$ cat src/rtl/div_unit.sv
`timescale 1ns/1ps
`default_nettype none
// ============================================================================
// Module   : div_unit
// Purpose  : Iterative 32-bit restoring radix-2 divider for DIV/DIVU in EX.
//            One quotient bit per cycle. Divide-by-zero has a short path
//            that returns 0. An operation in progress can be flushed with
//            annul_i.
// Ports    : clk          - system clock (rising edge)
//            rst          - synchronous active-high reset
//            signed_div_i - 1 = signed DIV, 0 = unsigned DIVU (sampled w/ start)
//            opdata1_i    - dividend (sampled with start)
//            opdata2_i    - divisor  (sampled with start)
//            start_i      - request, held until the result is consumed
//            annul_i      - abort a running operation
//            result_o     - {remainder, quotient}, registered
//            ready_o      - result valid, registered
// Revision : 1.0 - initial release
// ============================================================================
module div_unit (
   input  logic        clk,
   input  logic        rst,
   input  logic        signed_div_i,
   input  logic [31:0] opdata1_i,
   input  logic [31:0] opdata2_i,
   input  logic        start_i,
   input  logic        annul_i,
   output logic [63:0] result_o,
   output logic        ready_o
);

   localparam logic [1:0] S_FREE    = 2'd0;
   localparam logic [1:0] S_BY_ZERO = 2'd1;
   localparam logic [1:0] S_ON      = 2'd2;
   localparam logic [1:0] S_END     = 2'd3;

   localparam logic [5:0] C_LAST_CNT = 6'd32;

   logic [1:0]  r_state;
   logic [5:0]  r_cnt;
   logic [64:0] r_dividend;
   logic [31:0] r_divisor;
   logic        r_signed;
   logic        r_neg1;
   logic        r_neg2;

   logic [1:0]  w_state_nxt;
   logic [5:0]  w_cnt_nxt;
   logic [64:0] w_dividend_nxt;
   logic [31:0] w_divisor_nxt;
   logic        w_signed_nxt;
   logic        w_neg1_nxt;
   logic        w_neg2_nxt;
   logic [63:0] w_result_nxt;
   logic        w_ready_nxt;

   logic [31:0] w_abs_op1;
   logic [31:0] w_abs_op2;
   logic [32:0] w_diff;
   logic [31:0] w_quot;
   logic [31:0] w_rem;

   // Magnitudes of the operands; 0x80000000 negates to itself, which is the
   // correct unsigned magnitude, so no special case is needed.
   assign w_abs_op1 = (signed_div_i && opdata1_i[31]) ? (~opdata1_i + 32'd1) : opdata1_i;
   assign w_abs_op2 = (signed_div_i && opdata2_i[31]) ? (~opdata2_i + 32'd1) : opdata2_i;

   // Trial subtraction of the divisor from the partial remainder; bit 32 set
   // means the subtraction went negative and the partial remainder is kept.
   assign w_diff = {1'b0, r_dividend[63:32]} - {1'b0, r_divisor};

   // Sign fix-up of the final magnitudes (truncating division semantics).
   assign w_quot = (r_signed && (r_neg1 ^ r_neg2)) ? (~r_dividend[31:0] + 32'd1)
                                                   : r_dividend[31:0];
   assign w_rem  = (r_signed && r_neg1) ? (~r_dividend[64:33] + 32'd1)
                                        : r_dividend[64:33];

   // State register
   always_ff @(posedge clk) begin
      if (rst) begin
         r_state <= S_FREE;
      end else begin
         r_state <= w_state_nxt;
      end
   end

   // Next-state logic
   always_comb begin
      w_state_nxt = r_state;
      case (r_state)
         S_FREE: begin
            if (start_i && !annul_i) begin
               w_state_nxt = (opdata2_i == 32'd0) ? S_BY_ZERO : S_ON;
            end
         end
         S_BY_ZERO: begin
            w_state_nxt = S_END;
         end
         S_ON: begin
            if (annul_i) begin
               w_state_nxt = S_FREE;
            end else if (r_cnt == C_LAST_CNT) begin
               w_state_nxt = S_END;
            end
         end
         S_END: begin
            if (!start_i) begin
               w_state_nxt = S_FREE;
            end
         end
         default: begin
            w_state_nxt = S_FREE;
         end
      endcase
   end

   // Datapath and output next values
   always_comb begin
      w_cnt_nxt      = r_cnt;
      w_dividend_nxt = r_dividend;
      w_divisor_nxt  = r_divisor;
      w_signed_nxt   = r_signed;
      w_neg1_nxt     = r_neg1;
      w_neg2_nxt     = r_neg2;
      w_result_nxt   = result_o;
      w_ready_nxt    = ready_o;
      case (r_state)
         S_FREE: begin
            w_ready_nxt  = 1'b0;
            w_result_nxt = 64'd0;
            if (start_i && !annul_i) begin
               w_signed_nxt = signed_div_i;
               w_neg1_nxt   = signed_div_i & opdata1_i[31];
               w_neg2_nxt   = signed_div_i & opdata2_i[31];
               if (opdata2_i != 32'd0) begin
                  w_cnt_nxt      = 6'd0;
                  w_dividend_nxt = {32'd0, w_abs_op1, 1'b0};
                  w_divisor_nxt  = w_abs_op2;
               end
            end
         end
         S_BY_ZERO: begin
            w_dividend_nxt = 65'd0;
            w_result_nxt   = 64'd0;
            w_ready_nxt    = 1'b1;
         end
         S_ON: begin
            if (annul_i) begin
               w_cnt_nxt    = 6'd0;
               w_result_nxt = 64'd0;
               w_ready_nxt  = 1'b0;
            end else if (r_cnt != C_LAST_CNT) begin
               if (w_diff[32]) begin
                  w_dividend_nxt = {r_dividend[63:0], 1'b0};
               end else begin
                  w_dividend_nxt = {w_diff[31:0], r_dividend[31:0], 1'b1};
               end
               w_cnt_nxt = r_cnt + 6'd1;
            end else begin
               w_result_nxt = {w_rem, w_quot};
               w_ready_nxt  = 1'b1;
            end
         end
         S_END: begin
            if (!start_i) begin
               w_result_nxt = 64'd0;
               w_ready_nxt  = 1'b0;
            end
         end
         default: begin
            w_result_nxt = 64'd0;
            w_ready_nxt  = 1'b0;
         end
      endcase
   end

   // Datapath registers
   always_ff @(posedge clk) begin
      if (rst) begin
         r_cnt      <= 6'd0;
         r_dividend <= 65'd0;
         r_divisor  <= 32'd0;
         r_signed   <= 1'b0;
         r_neg1     <= 1'b0;
         r_neg2     <= 1'b0;
         result_o   <= 64'd0;
         ready_o    <= 1'b0;
      end else begin
         r_cnt      <= w_cnt_nxt;
         r_dividend <= w_dividend_nxt;
         r_divisor  <= w_divisor_nxt;
         r_signed   <= w_signed_nxt;
         r_neg1     <= w_neg1_nxt;
         r_neg2     <= w_neg2_nxt;
         result_o   <= w_result_nxt;
         ready_o    <= w_ready_nxt;
      end
   end

endmodule
`default_nettype wire

$ cat config.mk
export PLATFORM = sky130hd
export DESIGN_NAME = div_unit
export DESIGN_NICKNAME = d
export VERILOG_FILES = /design/src/rtl/div_unit.sv
export SDC_FILE = /design/constraint.sdc
export NUM_CORES = 1
export LEC_CHECK = 0
export ABC_AREA = 1
export BUFFER_PORTS_ARGS = -buffer_cell sky130_fd_sc_hd__buf_2
export CAP_MARGIN = 10
export CORE_AREA = 2 2 212 214
export DETAILED_ROUTE_END_ITERATION = 10
export DIE_AREA = 0 0 214 216
export GPL_TIMING_DRIVEN = 0
export PLACE_DENSITY = 0.55
export SYNTH_ARGS = -nofsm -noshare
export SYNTH_HDL_FRONTEND = slang
export SYNTH_SLANG_ARGS = --single-unit
$ cat constraint.sdc
create_clock -name clk -period 5.87 [get_ports clk]
set_input_delay 0.8805 -clock clk [delete_from_list [all_inputs] [get_ports clk]]
set_output_delay 0.8805 -clock clk [all_outputs]
set_load 0.01 [all_outputs]
# Yosys cells after proc, flatten, opt, wreduce, memory -nomap -nowiden
# Index checks and enable logic that the tools add are counted.
# op_classes
add_sub_neg,6
n_mul,0
div_mod_pow,0
n_lt_le_gt_ge,0
eq_ne,13
shift,0
mux,29
n_bitwise,7
n_reduce_logical,18
# op_table
operator,count
65-bit 2-to-1 mux,5
65-bit case mux with 3 select lines,1
64-bit 2-to-1 mux,3
64-bit case mux with 3 select lines,1
"32-bit by 1-bit adder with 32-bit output, second input constant",4
32-bit 2-to-1 mux,4
32-bit NOT,4
32-bit by 32-bit subtractor with 33-bit output,1
32-bit zero test,1
32-bit nonzero test,1
6-bit 2-to-1 mux,4
6-bit case mux with 2 select lines,1
2-bit 2-to-1 mux,5
"2-bit != test, second input constant",5
"3-bit != test, second input constant",3
2-bit case mux with 4 select lines,1
"6-bit by 1-bit adder with 6-bit output, second input constant",1
"6-bit equality test, second input constant",1
"6-bit != test, second input constant",1
3-bit AND reduction,2
1-bit logical AND,5
5-bit AND reduction,1
"2-bit equality test, second input constant",2
1-bit case mux with 4 select lines,1
11 further kinds,15
# word_totals
reg_bits,173
latch_bits,0
mem_bits_rw,0
mem_bits_ro,0
out_inout_bits,65
elab_cells,82
mem_count,0

# Logic depth before layout (Yosys ltp)
# Gate-level depths: netlist of the first run.
# logic_depth
word_depth,6
ltp_mapped,17
mapped_depth_nobuf,16

# Least setup slack after synthesis of the first run
# No wires, ideal clock.
# synth_path
path_kind,in2reg
startpoint,input opdata2_i[1]
endpoint,register r_divisor[10]
t_arrival_ps,2218
t_required_ps,5748
setup_slack_ps,3531
cell_stages,12
path_cell_list,inv_1 -> ha_1 -> nand2_2 -> or2_1 -> nor2_1 -> nand2_1 -> nor2_2 -> nor3_2 -> buf_6 -> buf_2 -> o21ai_0 -> a21oi_1
# synth_between
elab_chain_len,3
# synth_lines
item,line,rtl
"start, declared",25,"input logic [31:0] opdata2_i,"
32-bit NOT,66,assign w_abs_op2 = (signed_div_i && opdata2_i[31]) ? (~opdata2_i + 32'd1) : opdata2_i;
32-bit by 1-bit adder with 32-bit output,66,
32-bit 2-to-1 mux,66,
"end signal, assigned",191,r_divisor <= w_divisor_nxt;
"end, declared",42,logic [31:0] r_divisor;
# Several ways; a longest one is shown, not always the timed one.
# A chain may end at the register's enable or synchronous reset.

# Worst setup path after layout of the first run
# layout_path
startpoint,register r_dividend[33]
endpoint,register r_dividend[55]
# layout_between
elab_chain_len,5
# layout_lines
item,line,rtl
"start, declared",41,logic [64:0] r_dividend;
"start signal, assigned",190,r_dividend <= w_dividend_nxt;
32-bit by 32-bit subtractor with 33-bit output,70,"assign w_diff = {1'b0, r_dividend[63:32]} - {1'b0, r_divisor};"
65-bit 2-to-1 mux,153,if (w_diff[32]) begin
65-bit 2-to-1 mux,152,end else if (r_cnt != C_LAST_CNT) begin
65-bit 2-to-1 mux,148,if (annul_i) begin
65-bit case mux with 3 select lines,127,case (r_state)
# Every way passes these cells. The select of a mux whose other input is x is not followed.

==> metrics.txt, run 1 <==
# TYPE chip_impl_metric gauge
chip_impl_metric{name="power.ir.vdd_worst",unit="mV"} 0.1673
chip_impl_metric{name="postLayoutCellArea",unit="um^2"} 14990
chip_impl_metric{name="grt_remaining_overflow",unit=""} 0
chip_impl_metric{name="syn_nets",unit=""} 2310
chip_impl_metric{name="post-dp-hpwl",unit="um"} 41070
chip_impl_metric{name="layout-area-overhead-vs-synth",unit="%"} 15.15
chip_impl_metric{name="cts-resized-gates",unit=""} 0
chip_impl_metric{name="max_cap_violations",unit=""} 0
chip_impl_metric{name="cts_hold_buffers",unit=""} 0
chip_impl_metric{name="route.vias.total",unit=""} 14560
chip_impl_metric{name="vert_die_dim",unit="um"} 216
chip_impl_metric{name="fp.dieArea",unit="um^2"} 46220
chip_impl_metric{name="post-place-cells",unit=""} 2922
chip_impl_metric{name="tightestPinTransition",unit="ns"} 0.7512
chip_impl_metric{name="grt_max_degree",unit=""} 17
chip_impl_metric{name="fin_nets",unit=""} 2462
chip_impl_info{name="synth_area_leaders",value="sky130_fd_sc_hd__dfxtp_1, sky130_fd_sc_hd__nand2_1, sky130_fd_sc_hd__a21oi_1"} 1
chip_impl_metric{name="cts_htree_levels",unit=""} 4
chip_impl_metric{name="antenna_cells",unit=""} 0
chip_impl_metric{name="total_wirelength",unit="um"} 49800
chip_impl_metric{name="route.layer.met1.wl",unit="um"} 23010
chip_impl_metric{name="synth_enable_flop_cells",unit=""} 0
chip_impl_metric{name="number_of_setup_buffers_added_after_cts",unit=""} 0
chip_impl_metric{name="synth_area",unit="um^2"} 13020
chip_impl_metric{name="final_layout_size_suffix_gt1_frac",unit=""} 0.1084
chip_impl_metric{name="ys_seq_elements",unit=""} 173
chip_impl_metric{name="drt_pass1_iterations",unit=""} 6
chip_impl_metric{name="multi_input_comb_area",unit="um^2"} 7945
chip_impl_metric{name="max_clk_rate",unit="MHz"} 364.6
chip_impl_metric{name="postPlaceCellArea",unit="um^2"} 14420
chip_impl_metric{name="top_level_ports",unit=""} 134
chip_impl_metric{name="post_layout_nonfiller_instances",unit=""} 2953
chip_impl_metric{name="final.min_clock_period",unit="ns"} 2.743
chip_impl_metric{name="nFillCells",unit=""} 4946
chip_impl_metric{name="post-synth-top-area-fraction",unit=""} 0.2661
chip_impl_metric{name="per_cell_via_count_in_the_routed_design",unit=""} 4.930
chip_impl_metric{name="cp_data_required_time",unit="ns"} 6.19
chip_impl_metric{name="drt-initial-drc-count",unit=""} 998
chip_impl_metric{name="setup_tns_final",unit="ns"} 0
chip_impl_metric{name="worst-path-max-fanout",unit=""} 10
chip_impl_info{name="timing.hold.worst.class",value="flop to flop"} 1
chip_impl_info{name="worstSetupStartpointType",value="flop"} 1
chip_impl_metric{name="postSynthAreaPerCell",unit="um^2"} 5.925
chip_impl_metric{name="power.switching_fraction",unit=""} 0.4616
chip_impl_metric{name="yosysUniqueCellTypes",unit=""} 49
chip_impl_metric{name="clkSlewWorstSetupHoldPaths",unit="ns"} 0.07
chip_impl_info{name="cts_root_buf",value="sky130_fd_sc_hd__clkbuf_16"} 1
chip_impl_metric{name="groute.usage.overall",unit=""} 0.2090
chip_impl_metric{name="later_pin_clock_latency_in_the_skew_report",unit="ns"} 0.46
chip_impl_metric{name="ys.warnings.count",unit=""} 0
chip_impl_metric{name="cellLeakagePower",unit="nW"} 7.163
chip_impl_metric{name="routabilityCongestion",unit=""} 0.9819
chip_impl_metric{name="synthCells",unit=""} 2197
chip_impl_info{name="layout_commonest_cell",value="sky130_fd_sc_hd__nand2_1"} 1
chip_impl_metric{name="detailroute.wirelength.met2",unit="um"} 22740
chip_impl_metric{name="p_int",unit="W"} 0.002638
chip_impl_metric{name="grt_pass1_wl",unit="um"} 75420
chip_impl_metric{name="chipWidth",unit="um"} 214
chip_impl_metric{name="total_switching_power",unit="W"} 0.002262
chip_impl_info{name="status",value="finished, final reports clean"} 1
chip_impl_info{name="rsz0062_at_grt",value="no"} 1
chip_impl_metric{name="layout_worst_path_cycle_share",unit=""} 0.4672
chip_impl_metric{name="wl_per_cell",unit="um"} 16.86
chip_impl_metric{name="cp.arrival",unit="ns"} 3.06
chip_impl_metric{name="drt.antenna.violating_nets",unit=""} 0
chip_impl_metric{name="post-route-drc-count",unit=""} 0
chip_impl_metric{name="detailroute.wirelength.met3",unit="um"} 2402
chip_impl_metric{name="place.port_buffers",unit=""} 133
chip_impl_info{name="timing.critical_path.to_type",value="flop"} 1
chip_impl_metric{name="rows",unit=""} 77
chip_impl_metric{name="max_slew_margin",unit=""} 0.4992
chip_impl_metric{name="power_density",unit="nW/um^2"} 326.9
chip_impl_info{name="mostFrequentLayoutCells",value="sky130_fd_sc_hd__nand2_1, sky130_fd_sc_hd__inv_1, sky130_fd_sc_hd__a21oi_1"} 1
chip_impl_info{name="ys.flop_type",value="sky130_fd_sc_hd__dfxtp_1"} 1
chip_impl_metric{name="power.share.sequential",unit=""} 0.295
chip_impl_metric{name="placeableCoreArea",unit="um^2"} 43840
chip_impl_metric{name="tritoncts_buffer_count",unit=""} 17
chip_impl_info{name="tritoncts",value="built"} 1
chip_impl_metric{name="start_util",unit=""} 0.2969
chip_impl_metric{name="share_comb_of_total_power",unit=""} 0.475
chip_impl_info{name="highest-signal-layer",value="met4"} 1
chip_impl_metric{name="clock_power_share",unit=""} 0.229
chip_impl_metric{name="maxSlewViolCount",unit=""} 0
chip_impl_metric{name="area.sequential",unit="um^2"} 3463
chip_impl_metric{name="report.final.hold_viol_count",unit=""} 0
chip_impl_info{name="timing_worst_setup_path_type",value="flop to flop"} 1
chip_impl_metric{name="first_global_vias",unit=""} 13390
chip_impl_metric{name="finalSetupViolCount",unit=""} 0
chip_impl_metric{name="synthArstFlopShare",unit=""} 0
chip_impl_metric{name="cts_num_sinks",unit=""} 173
chip_impl_metric{name="grt_antenna_before_repair",unit=""} 0
chip_impl_metric{name="timing.clock.skew",unit="ns"} 0.01433
chip_impl_metric{name="synth-seq-area-share",unit=""} 0.2661
chip_impl_metric{name="max-clock-path-buffers",unit=""} 2
chip_impl_info{name="synthDominantAreaCellType",value="sky130_fd_sc_hd__dfxtp_1"} 1
## critical path, stage by stage, from the launching register on
cell                      delay (ns)
sky130_fd_sc_hd__dfxtp_1        0.47
sky130_fd_sc_hd__inv_1          0.15
sky130_fd_sc_hd__fa_1           0.42
sky130_fd_sc_hd__inv_1          0.09
sky130_fd_sc_hd__nand2_1        0.07
sky130_fd_sc_hd__nand2_1        0.08
sky130_fd_sc_hd__nand3_1        0.10
sky130_fd_sc_hd__nand2_2        0.13
sky130_fd_sc_hd__nand2_1        0.09
sky130_fd_sc_hd__nand2_2        0.08
sky130_fd_sc_hd__nand2_2        0.09
sky130_fd_sc_hd__nand2_4        0.13
sky130_fd_sc_hd__buf_2          0.28
sky130_fd_sc_hd__nand3_1        0.23
sky130_fd_sc_hd__nand3_1        0.12
sky130_fd_sc_hd__a21oi_1        0.06
## cells by family (layout without fill, tap and decap cells)
family                   after synthesis  after routing  share of synthesized area
XOR/XNOR                              45             45                    0.03028
buffers and inverters                392            556                     0.1235
flip-flops                           173            173                     0.2661
AND/OR/NAND/NOR                     1118           1118                     0.3653
adder cells (fa/ha/maj)               44             44                    0.04287
AO/OA/AOI/OAI                        425            425                     0.1720
## stage by stage
step                      hold slack, ns  total power (W)  setup slack, ns    util
after global routing              0.4778         0.005231            2.946  0.3419
after global placement            0.4531         0.003757            3.117  0.3290
final                             0.4630         0.004900            3.127  0.3419
after floorplan                   0.4301         0.003053            3.531       -
after CTS                         0.4643         0.004907            3.138  0.3419
after detailed placement          0.4541         0.003777            3.088  0.3290
## registers in the layout, indices dropped and copies added, names as in the netlist
signal      count
ready_o         1
result_o       64
r_cnt           6
r_neg1          1
r_dividend     65
r_state         2
r_signed        1
r_divisor      32
r_neg2          1
## final cells by class
cell class              instances  area share
plain buffers                  76     0.02813
clock buffers                  20     0.03047
clock inverters                11    0.007263
inverters                     316     0.07914
multi-input cells            1632      0.5301
flip-flops and latches        173      0.2311
well taps                     592     0.04942
repair buffers                133     0.04441
## power by group through the flow
stage,sequential [W],combinational (W),clock [W]
floorplan,0.00141,0.00164,0
global placement,0.00147,0.00229,0
detailed placement,0.00147,0.00231,0
CTS,0.00144,0.00232,0.00115
global route,0.00146,0.00259,0.00119
finish,0.00145,0.00233,0.00112
## synth_stat cells, types with 4 or more instances
master and number:
sky130_fd_sc_hd__nand2_1 601, sky130_fd_sc_hd__inv_1 305, sky130_fd_sc_hd__a21oi_1 234, sky130_fd_sc_hd__nor2_1 218, sky130_fd_sc_hd__nand3_1 190, sky130_fd_sc_hd__dfxtp_1 173
sky130_fd_sc_hd__o21ai_0 144, sky130_fd_sc_hd__ha_1 43, sky130_fd_sc_hd__clkbuf_1 34, sky130_fd_sc_hd__nand4_1 31, sky130_fd_sc_hd__xor2_1 27, sky130_fd_sc_hd__buf_2 26
sky130_fd_sc_hd__nor3_1 22, sky130_fd_sc_hd__xnor2_1 18, sky130_fd_sc_hd__nand3b_1 13, sky130_fd_sc_hd__nor2_2 11, sky130_fd_sc_hd__buf_6 9, sky130_fd_sc_hd__o21ai_1 9
sky130_fd_sc_hd__inv_2 8, sky130_fd_sc_hd__or2_2 8, sky130_fd_sc_hd__o31ai_1 7, sky130_fd_sc_hd__buf_4 5, sky130_fd_sc_hd__nand2_2 5, sky130_fd_sc_hd__o22ai_1 5
sky130_fd_sc_hd__a31oi_1 4, sky130_fd_sc_hd__o211ai_1 4, sky130_fd_sc_hd__o21ai_2 4
## routing by layer
metal,global-route usage,up-vias
li1,-,7372
met1,0.2757,6703
met2,0.3461,414
met3,0.02636,68
met4,0.08252,0
met5,0,-
## worst paths after layout
check                       from             end  slack, ns  depth (start not counted)
setup reg to reg  r_dividend[33]  r_dividend[55]       3.13                         15
setup / recovery  r_dividend[33]  r_dividend[55]       3.13                         15
hold reg to reg     result_o[44]    result_o[44]       0.46                          2
hold / removal      result_o[44]    result_o[44]       0.46                          2
Power figures use the tool's default switching activity.
==> run 2: changes to the inputs <==
==> constraint.sdc (replaced) <==
create_clock -name clk -period 2.65 [get_ports clk]
set_input_delay 0.3975 -clock clk [delete_from_list [all_inputs] [get_ports clk]]
set_output_delay 0.3975 -clock clk [all_outputs]
set_load 0.01 [all_outputs]
==> metrics.txt, run 2 (synthesis results as in run 1) <==
# TYPE chip_impl_metric gauge
chip_impl_info{name="status",value="finished, final reports clean"} 1
chip_impl_metric{name="place.port_buffers",unit=""} 133
chip_impl_metric{name="layout-area-overhead-vs-synth",unit="%"} 15.97
chip_impl_metric{name="post-dp-hpwl",unit="um"} 41070
chip_impl_metric{name="wl_per_cell",unit="um"} 16.83
chip_impl_info{name="timing_worst_setup_path_type",value="flop to flop"} 1
chip_impl_metric{name="max_clk_rate",unit="MHz"} 405.6
chip_impl_metric{name="report.final.hold_viol_count",unit=""} 0
chip_impl_metric{name="cts_hold_buffers",unit=""} 0
chip_impl_metric{name="fp.dieArea",unit="um^2"} 46220
chip_impl_metric{name="finalWorstSetupSlack",unit="ns"} 0.1845
chip_impl_metric{name="drt_pass1_iterations",unit=""} 7
chip_impl_info{name="worstSetupStartpointType",value="flop"} 1
chip_impl_metric{name="start_util",unit=""} 0.2969
chip_impl_metric{name="max_cap_violations",unit=""} 0
chip_impl_metric{name="power.ir.vdd_worst",unit="mV"} 0.3712
chip_impl_info{name="regMostFlops",value="r_dividend"} 1
chip_impl_metric{name="worst-r2r-cell-count",unit=""} 16
chip_impl_metric{name="layout_worst_path_cycle_share",unit=""} 0.9304
chip_impl_metric{name="clkSlewWorstSetupHoldPaths",unit="ns"} 0.07
chip_impl_metric{name="chipWidth",unit="um"} 214
chip_impl_metric{name="timing.clock.skew",unit="ns"} 0.01304
chip_impl_metric{name="max_slew_margin",unit=""} 0.5061
chip_impl_metric{name="tritoncts_buffer_count",unit=""} 17
chip_impl_metric{name="max-clock-path-buffers",unit=""} 2
chip_impl_metric{name="grt_remaining_overflow",unit=""} 0
chip_impl_metric{name="placeableCoreArea",unit="um^2"} 43840
chip_impl_metric{name="maxSlewViolCount",unit=""} 0
chip_impl_metric{name="cts_num_sinks",unit=""} 173
chip_impl_metric{name="grt_antenna_before_repair",unit=""} 0
chip_impl_metric{name="vert_die_dim",unit="um"} 216
chip_impl_metric{name="route.vias.total",unit=""} 14510
chip_impl_metric{name="routabilityCongestion",unit=""} 0.9819
chip_impl_metric{name="cellLeakagePower",unit="nW"} 7.205
chip_impl_metric{name="worst-path-max-fanout",unit=""} 5
chip_impl_info{name="cts_root_buf",value="sky130_fd_sc_hd__clkbuf_16"} 1
chip_impl_info{name="mostFrequentLayoutCells",value="sky130_fd_sc_hd__nand2_1, sky130_fd_sc_hd__inv_1, sky130_fd_sc_hd__a21oi_1"} 1
chip_impl_metric{name="post-route-drc-count",unit=""} 0
chip_impl_info{name="tritoncts",value="built"} 1
chip_impl_metric{name="rows",unit=""} 77
chip_impl_metric{name="largest_reg_flops",unit=""} 65
chip_impl_metric{name="power_density",unit="nW/um^2"} 723.3
chip_impl_metric{name="nFillCells",unit=""} 4933
chip_impl_metric{name="fin_nets",unit=""} 2467
chip_impl_metric{name="first_global_vias",unit=""} 13390
chip_impl_metric{name="final.min_clock_period",unit="ns"} 2.466
chip_impl_metric{name="cts_htree_levels",unit=""} 4
chip_impl_metric{name="final_layout_size_suffix_gt1_frac",unit=""} 0.1171
chip_impl_metric{name="grt_pass1_wl",unit="um"} 75420
chip_impl_metric{name="tightestPinTransition",unit="ns"} 0.7409
chip_impl_metric{name="groute.usage.overall",unit=""} 0.2090
chip_impl_metric{name="timing.hold.ws",unit="ns"} 0.2153
chip_impl_metric{name="cp.arrival",unit="ns"} 2.78
chip_impl_info{name="timing.hold.worst.class",value="primary input to flop"} 1
chip_impl_metric{name="antenna_cells",unit=""} 0
chip_impl_metric{name="drt-initial-drc-count",unit=""} 969
chip_impl_metric{name="finalSetupViolCount",unit=""} 0
chip_impl_info{name="reg.largest.list",value="r_dividend (65), result_o (64), r_divisor (32)"} 1
chip_impl_metric{name="total_wirelength",unit="um"} 49780
chip_impl_metric{name="later_pin_clock_latency_in_the_skew_report",unit="ns"} 0.45
chip_impl_metric{name="timing.hold.worst_path_depth",unit=""} 3
chip_impl_metric{name="cp_data_required_time",unit="ns"} 2.96
chip_impl_info{name="layout_commonest_cell",value="sky130_fd_sc_hd__nand2_1"} 1
chip_impl_metric{name="timing.reg2reg.setup_slack",unit="ns"} 0.18
chip_impl_metric{name="grt_max_degree",unit=""} 17
chip_impl_metric{name="top_level_ports",unit=""} 134
chip_impl_metric{name="drt.antenna.violating_nets",unit=""} 0
chip_impl_metric{name="per_cell_via_count_in_the_routed_design",unit=""} 4.906
chip_impl_metric{name="place_worst_setup_slack",unit="ns"} -0.05977
chip_impl_info{name="timing.critical_path.to_type",value="flop"} 1
==> run 2: changes by cell type in the layout (fill, tap and decap cells not counted), moves of 2 or more <==
cell,change
sky130_fd_sc_hd__dfxtp_2,+9
sky130_fd_sc_hd__nand3_2,+5
sky130_fd_sc_hd__buf_8,+2
sky130_fd_sc_hd__buf_2,-3
sky130_fd_sc_hd__buf_4,+5
sky130_fd_sc_hd__nand2_2,+2
sky130_fd_sc_hd__nand3_1,-5
sky130_fd_sc_hd__dfxtp_1,-9
==> run 2: final cells by class <==
class,count,area [um^2],area share
Multi-Input combinational cell,1633,7986,0.5291
Sequential cell,173,3475,0.2302
Inverter,316,1186,0.07858
Tap cell,592,740.7,0.04907
Timing Repair Buffer,137,695.7,0.04609
Clock buffer,20,456.7,0.03026
Buffer,76,445.4,0.02951
Clock inverter,11,108.9,0.007212
==> run 2: repair_timing <==
action	4_1_cts	5_1_grt
setup buffers	0	4
endpoints found under the setup margin	9	46
gates cloned	0	1
gates resized for setup	2	24
pin swaps	0	1
==> run 2: worst max-delay path, cell delays in order (launching register included) <==
cell and delay (ns):
sky130_fd_sc_hd__dfxtp_1 0.43, sky130_fd_sc_hd__inv_1 0.08, sky130_fd_sc_hd__ha_1 0.34, sky130_fd_sc_hd__nand2_1 0.17, sky130_fd_sc_hd__inv_1 0.09, sky130_fd_sc_hd__nand2_1 0.07
sky130_fd_sc_hd__nand2_1 0.09, sky130_fd_sc_hd__a21oi_1 0.22, sky130_fd_sc_hd__nand2_2 0.10, sky130_fd_sc_hd__nand2_2 0.13, sky130_fd_sc_hd__nand2_4 0.11, sky130_fd_sc_hd__buf_4 0.15
sky130_fd_sc_hd__buf_4 0.12, sky130_fd_sc_hd__nor2_1 0.08, sky130_fd_sc_hd__nor2_1 0.04, sky130_fd_sc_hd__nand2_1 0.06, sky130_fd_sc_hd__a21oi_1 0.05
==> run 2: where the power goes <==
group          switching (W)  internal, W
Clock                0.00113      0.00135
Combinational        0.00359      0.00164
Sequential          0.000303      0.00290
==> run 2: final timing paths <==
path / from / endpoint
setup / recovery: r_divisor[10] / r_dividend[50]
hold / removal: opdata2_i[25] / r_divisor[25]
setup reg to reg: r_divisor[10] / r_dividend[50]
hold reg to reg: result_o[44] / result_o[44]
==> run 2: through the flow <==
step | std cells | area [um^2] | utilization | setup TNS, ns | total power (W)
floorplan | 2197 | 13020 | - | 0 | 0.006763
global placement | 2922 | 14420 | 0.3290 | -0.2839 | 0.008323
detailed placement | 2922 | 14420 | 0.3290 | -0.1994 | 0.008366
CTS | 2953 | 14990 | 0.3420 | 0 | 0.01087
global route | 2958 | 15090 | 0.3443 | -0.001429 | 0.01166
finish | 2958 | 15090 | 0.3443 | 0 | 0.01092
==> run 2: routing by layer <==
metal,part of all wire,routed length (um),vias to the layer above,track usage
met1,0.46,22980,6653,0.2757
met5,0,0,-,0
met3,0.048,2406,66,0.02636
met2,0.46,22750,399,0.3461
li1,-,-,7394,-
met4,0.033,1651,0,0.08252
==> run 3: changes to the inputs <==
--- a/config.mk
+++ b/config.mk
@@ -9,6 +9,7 @@
 export BUFFER_PORTS_ARGS = -buffer_cell sky130_fd_sc_hd__buf_2
 export CAP_MARGIN = 10
 export CORE_AREA = 2 2 212 214
+export CTS_BUF_LIST = sky130_fd_sc_hd__clkbuf_4
 export DETAILED_ROUTE_END_ITERATION = 10
 export DIE_AREA = 0 0 214 216
 export GPL_TIMING_DRIVEN = 0
==> metrics.txt, run 3 (synthesis results as in run 1) <==
# TYPE chip_impl_metric gauge
chip_impl_info{name="status",value="finished, final reports clean"} 1
chip_impl_metric{name="route.vias.total",unit=""} 14560
chip_impl_info{name="cts_root_buf",value="sky130_fd_sc_hd__clkbuf_4"} 1
chip_impl_info{name="timing_worst_setup_path_type",value="flop to flop"} 1
chip_impl_metric{name="largest_reg_flops",unit=""} 65
chip_impl_metric{name="top_level_ports",unit=""} 134
chip_impl_metric{name="wl_per_cell",unit="um"} 16.81
chip_impl_metric{name="placeableCoreArea",unit="um^2"} 43840
chip_impl_metric{name="place.port_buffers",unit=""} 133
chip_impl_metric{name="worst-path-max-fanout",unit=""} 10
chip_impl_metric{name="max_cap_violations",unit=""} 0
chip_impl_metric{name="cpPeakStageDelay",unit="ns"} 0.37
chip_impl_metric{name="grt_pass1_wl",unit="um"} 75320
chip_impl_metric{name="timing.clock.skew",unit="ns"} 0.03239
chip_impl_metric{name="post-route-drc-count",unit=""} 0
chip_impl_metric{name="final_layout_size_suffix_gt1_frac",unit=""} 0.1167
chip_impl_metric{name="total_wirelength",unit="um"} 49770
chip_impl_metric{name="rows",unit=""} 77
chip_impl_info{name="reg.largest.list",value="r_dividend (65), result_o (64), r_divisor (32)"} 1
chip_impl_metric{name="post-place-cells",unit=""} 2922
chip_impl_metric{name="drt-initial-drc-count",unit=""} 955
chip_impl_info{name="critical-path-top-delay-family",value="buffers and inverters"} 1
chip_impl_metric{name="finalCoreUtilization",unit=""} 0.3375
chip_impl_info{name="timing.critical_path.cells",value="inv_1 > ha_1 > inv_2 > nor2_4 > inv_2 > nor2_1 > nand2_1 > buf_2 > a21oi_1 > o21ai_0 > a21oi_1"} 1
chip_impl_metric{name="cts_htree_levels",unit=""} 4
chip_impl_metric{name="max_clk_rate",unit="MHz"} 403.9
chip_impl_info{name="timing.critical_path.to_type",value="flop"} 1
chip_impl_metric{name="tightestPinTransition",unit="ns"} 0.7177
chip_impl_metric{name="crit_path_buf_inv_count",unit=""} 4
chip_impl_metric{name="first_global_vias",unit=""} 13380
chip_impl_metric{name="max_slew_margin",unit=""} 0.5215
chip_impl_metric{name="start_util",unit=""} 0.2969
chip_impl_metric{name="finalSetupViolCount",unit=""} 0
chip_impl_metric{name="drt.antenna.violating_nets",unit=""} 0
chip_impl_metric{name="power_density",unit="nW/um^2"} 671.4
chip_impl_metric{name="routabilityCongestion",unit=""} 0.9819
chip_impl_metric{name="nFillCells",unit=""} 4958
chip_impl_metric{name="chipWidth",unit="um"} 214
chip_impl_metric{name="post-dp-hpwl",unit="um"} 41070
chip_impl_metric{name="vert_die_dim",unit="um"} 216
chip_impl_metric{name="drt_pass1_iterations",unit=""} 5
chip_impl_metric{name="tritoncts_buffer_count",unit=""} 17
chip_impl_metric{name="area.sequential",unit="um^2"} 3476
chip_impl_metric{name="cellLeakagePower",unit="nW"} 7.067
chip_impl_metric{name="layout-area-overhead-vs-synth",unit="%"} 13.68
chip_impl_metric{name="grt_remaining_overflow",unit=""} 0
chip_impl_metric{name="layout_worst_path_cycle_share",unit=""} 0.9344
chip_impl_metric{name="grt_max_degree",unit=""} 17
chip_impl_info{name="cpMaxStageDelayCell",value="sky130_fd_sc_hd__dfxtp_1"} 1
chip_impl_metric{name="grt_antenna_before_repair",unit=""} 2
chip_impl_info{name="layout_commonest_cell",value="sky130_fd_sc_hd__nand2_1"} 1
chip_impl_metric{name="fin_nets",unit=""} 2467
chip_impl_metric{name="power.ir.vdd_worst",unit="mV"} 0.2821
chip_impl_metric{name="later_pin_clock_latency_in_the_skew_report",unit="ns"} 0.64
chip_impl_metric{name="cts_num_sinks",unit=""} 173
chip_impl_info{name="worstSetupStartpointType",value="flop"} 1
chip_impl_metric{name="clkSlewWorstSetupHoldPaths",unit="ns"} 0.15
chip_impl_metric{name="per_cell_via_count_in_the_routed_design",unit=""} 4.918
chip_impl_metric{name="final.min_clock_period",unit="ns"} 2.476
chip_impl_info{name="rsz0062_at_grt",value="yes"} 1
chip_impl_metric{name="cp.arrival",unit="ns"} 3.03
chip_impl_metric{name="max-clock-path-buffers",unit=""} 2
chip_impl_info{name="tritoncts",value="built"} 1
chip_impl_info{name="timing.hold.worst.class",value="primary input to flop"} 1
chip_impl_metric{name="multi_input_comb_area",unit="um^2"} 7981
chip_impl_metric{name="fp.dieArea",unit="um^2"} 46220
chip_impl_metric{name="report.final.hold_viol_count",unit=""} 0
chip_impl_metric{name="cp_data_required_time",unit="ns"} 3.20
chip_impl_metric{name="post_layout_nonfiller_instances",unit=""} 2960
chip_impl_metric{name="timing.reg2reg.setup_slack",unit="ns"} 0.17
chip_impl_info{name="regMostFlops",value="r_dividend"} 1
chip_impl_info{name="mostFrequentLayoutCells",value="sky130_fd_sc_hd__nand2_1, sky130_fd_sc_hd__inv_1, sky130_fd_sc_hd__a21oi_1"} 1
chip_impl_metric{name="groute.usage.overall",unit=""} 0.2084
chip_impl_metric{name="maxSlewViolCount",unit=""} 0
run 3: final timing paths:
check | from | to | cells past startpoint
hold reg to reg | result_o[44] | result_o[44] | 2
setup / recovery | r_state[0] | result_o[5] | 11
hold / removal | opdata2_i[31] | r_divisor[31] | 3
setup reg to reg | r_state[0] | result_o[5] | 11
run 3: metal layers:
layer,wire (um),vias to the layer above,track usage
met5,0,-,0
met4,1564,0,0.07529
met3,2526,68,0.02607
met2,22730,400,0.3468
met1,22940,6689,0.2762
li1,-,7401,-
run 3: repair_timing:
item / in CTS / in global routing
setup buffers: 0 / 3
setup endpoints to repair: 10 / 46
resized for setup: 2 / 29
gates cloned: 0 / 1
hold endpoints to repair: 1 / 0
pin swaps: 0 / 2
hold buffers: 1 / 0
run 3: area by class of cell:
cell class	count	area share
inverter	316	0.08016
sequential	173	0.2349
tap	592	0.05006
multi-input combinational	1633	0.5394
clock buffer	18	0.009132
clock inverter	13	0.007864
buffer	76	0.03095
antenna	2	0.0003382
timing repair buffer	137	0.04718
run 3: through the flow:
| stage | instance area, um^2 | TNS (ns) | total power [W] | worst slack, ns | hold slack [ns] |
|---|---|---|---|---|---|
| 4_1_cts | 14690 | 0 | 0.009862 | 0.01514 | 0.006114 |
| 3_3_place_gp | 14420 | -0.2839 | 0.008323 | -0.08100 | 0.4531 |
| 3_5_place_dp | 14420 | -0.1994 | 0.008366 | -0.05977 | 0.4541 |
| 5_1_grt | 14800 | -0.03590 | 0.01067 | -0.02105 | -0.001706 |
| 2_1_floorplan | 13020 | 0 | 0.006763 | 0.5475 | 0.4301 |
| 6_report | 14800 | 0 | 0.009935 | 0.1740 | 0.04287 |
run 3: worst register-to-register path, cell delays in order (launching register included):
cell	delay, ns
sky130_fd_sc_hd__dfxtp_1	0.37
sky130_fd_sc_hd__inv_1	0.09
sky130_fd_sc_hd__ha_1	0.29
sky130_fd_sc_hd__inv_2	0.15
sky130_fd_sc_hd__nor2_4	0.18
sky130_fd_sc_hd__inv_2	0.11
sky130_fd_sc_hd__nor2_1	0.16
sky130_fd_sc_hd__nand2_1	0.24
sky130_fd_sc_hd__buf_2	0.31
sky130_fd_sc_hd__a21oi_1	0.13
sky130_fd_sc_hd__o21ai_0	0.22
sky130_fd_sc_hd__a21oi_1	0.18
run 3: report_power, final:
part / total (W) / switching, W / internal, W / leakage [nW]
registers: 0.00320 / 0.000302 / 0.00290 / 1.41
logic: 0.00524 / 0.00360 / 0.00164 / 5.52
clock network: 0.00149 / 0.00102 / 0.000475 / 0.138
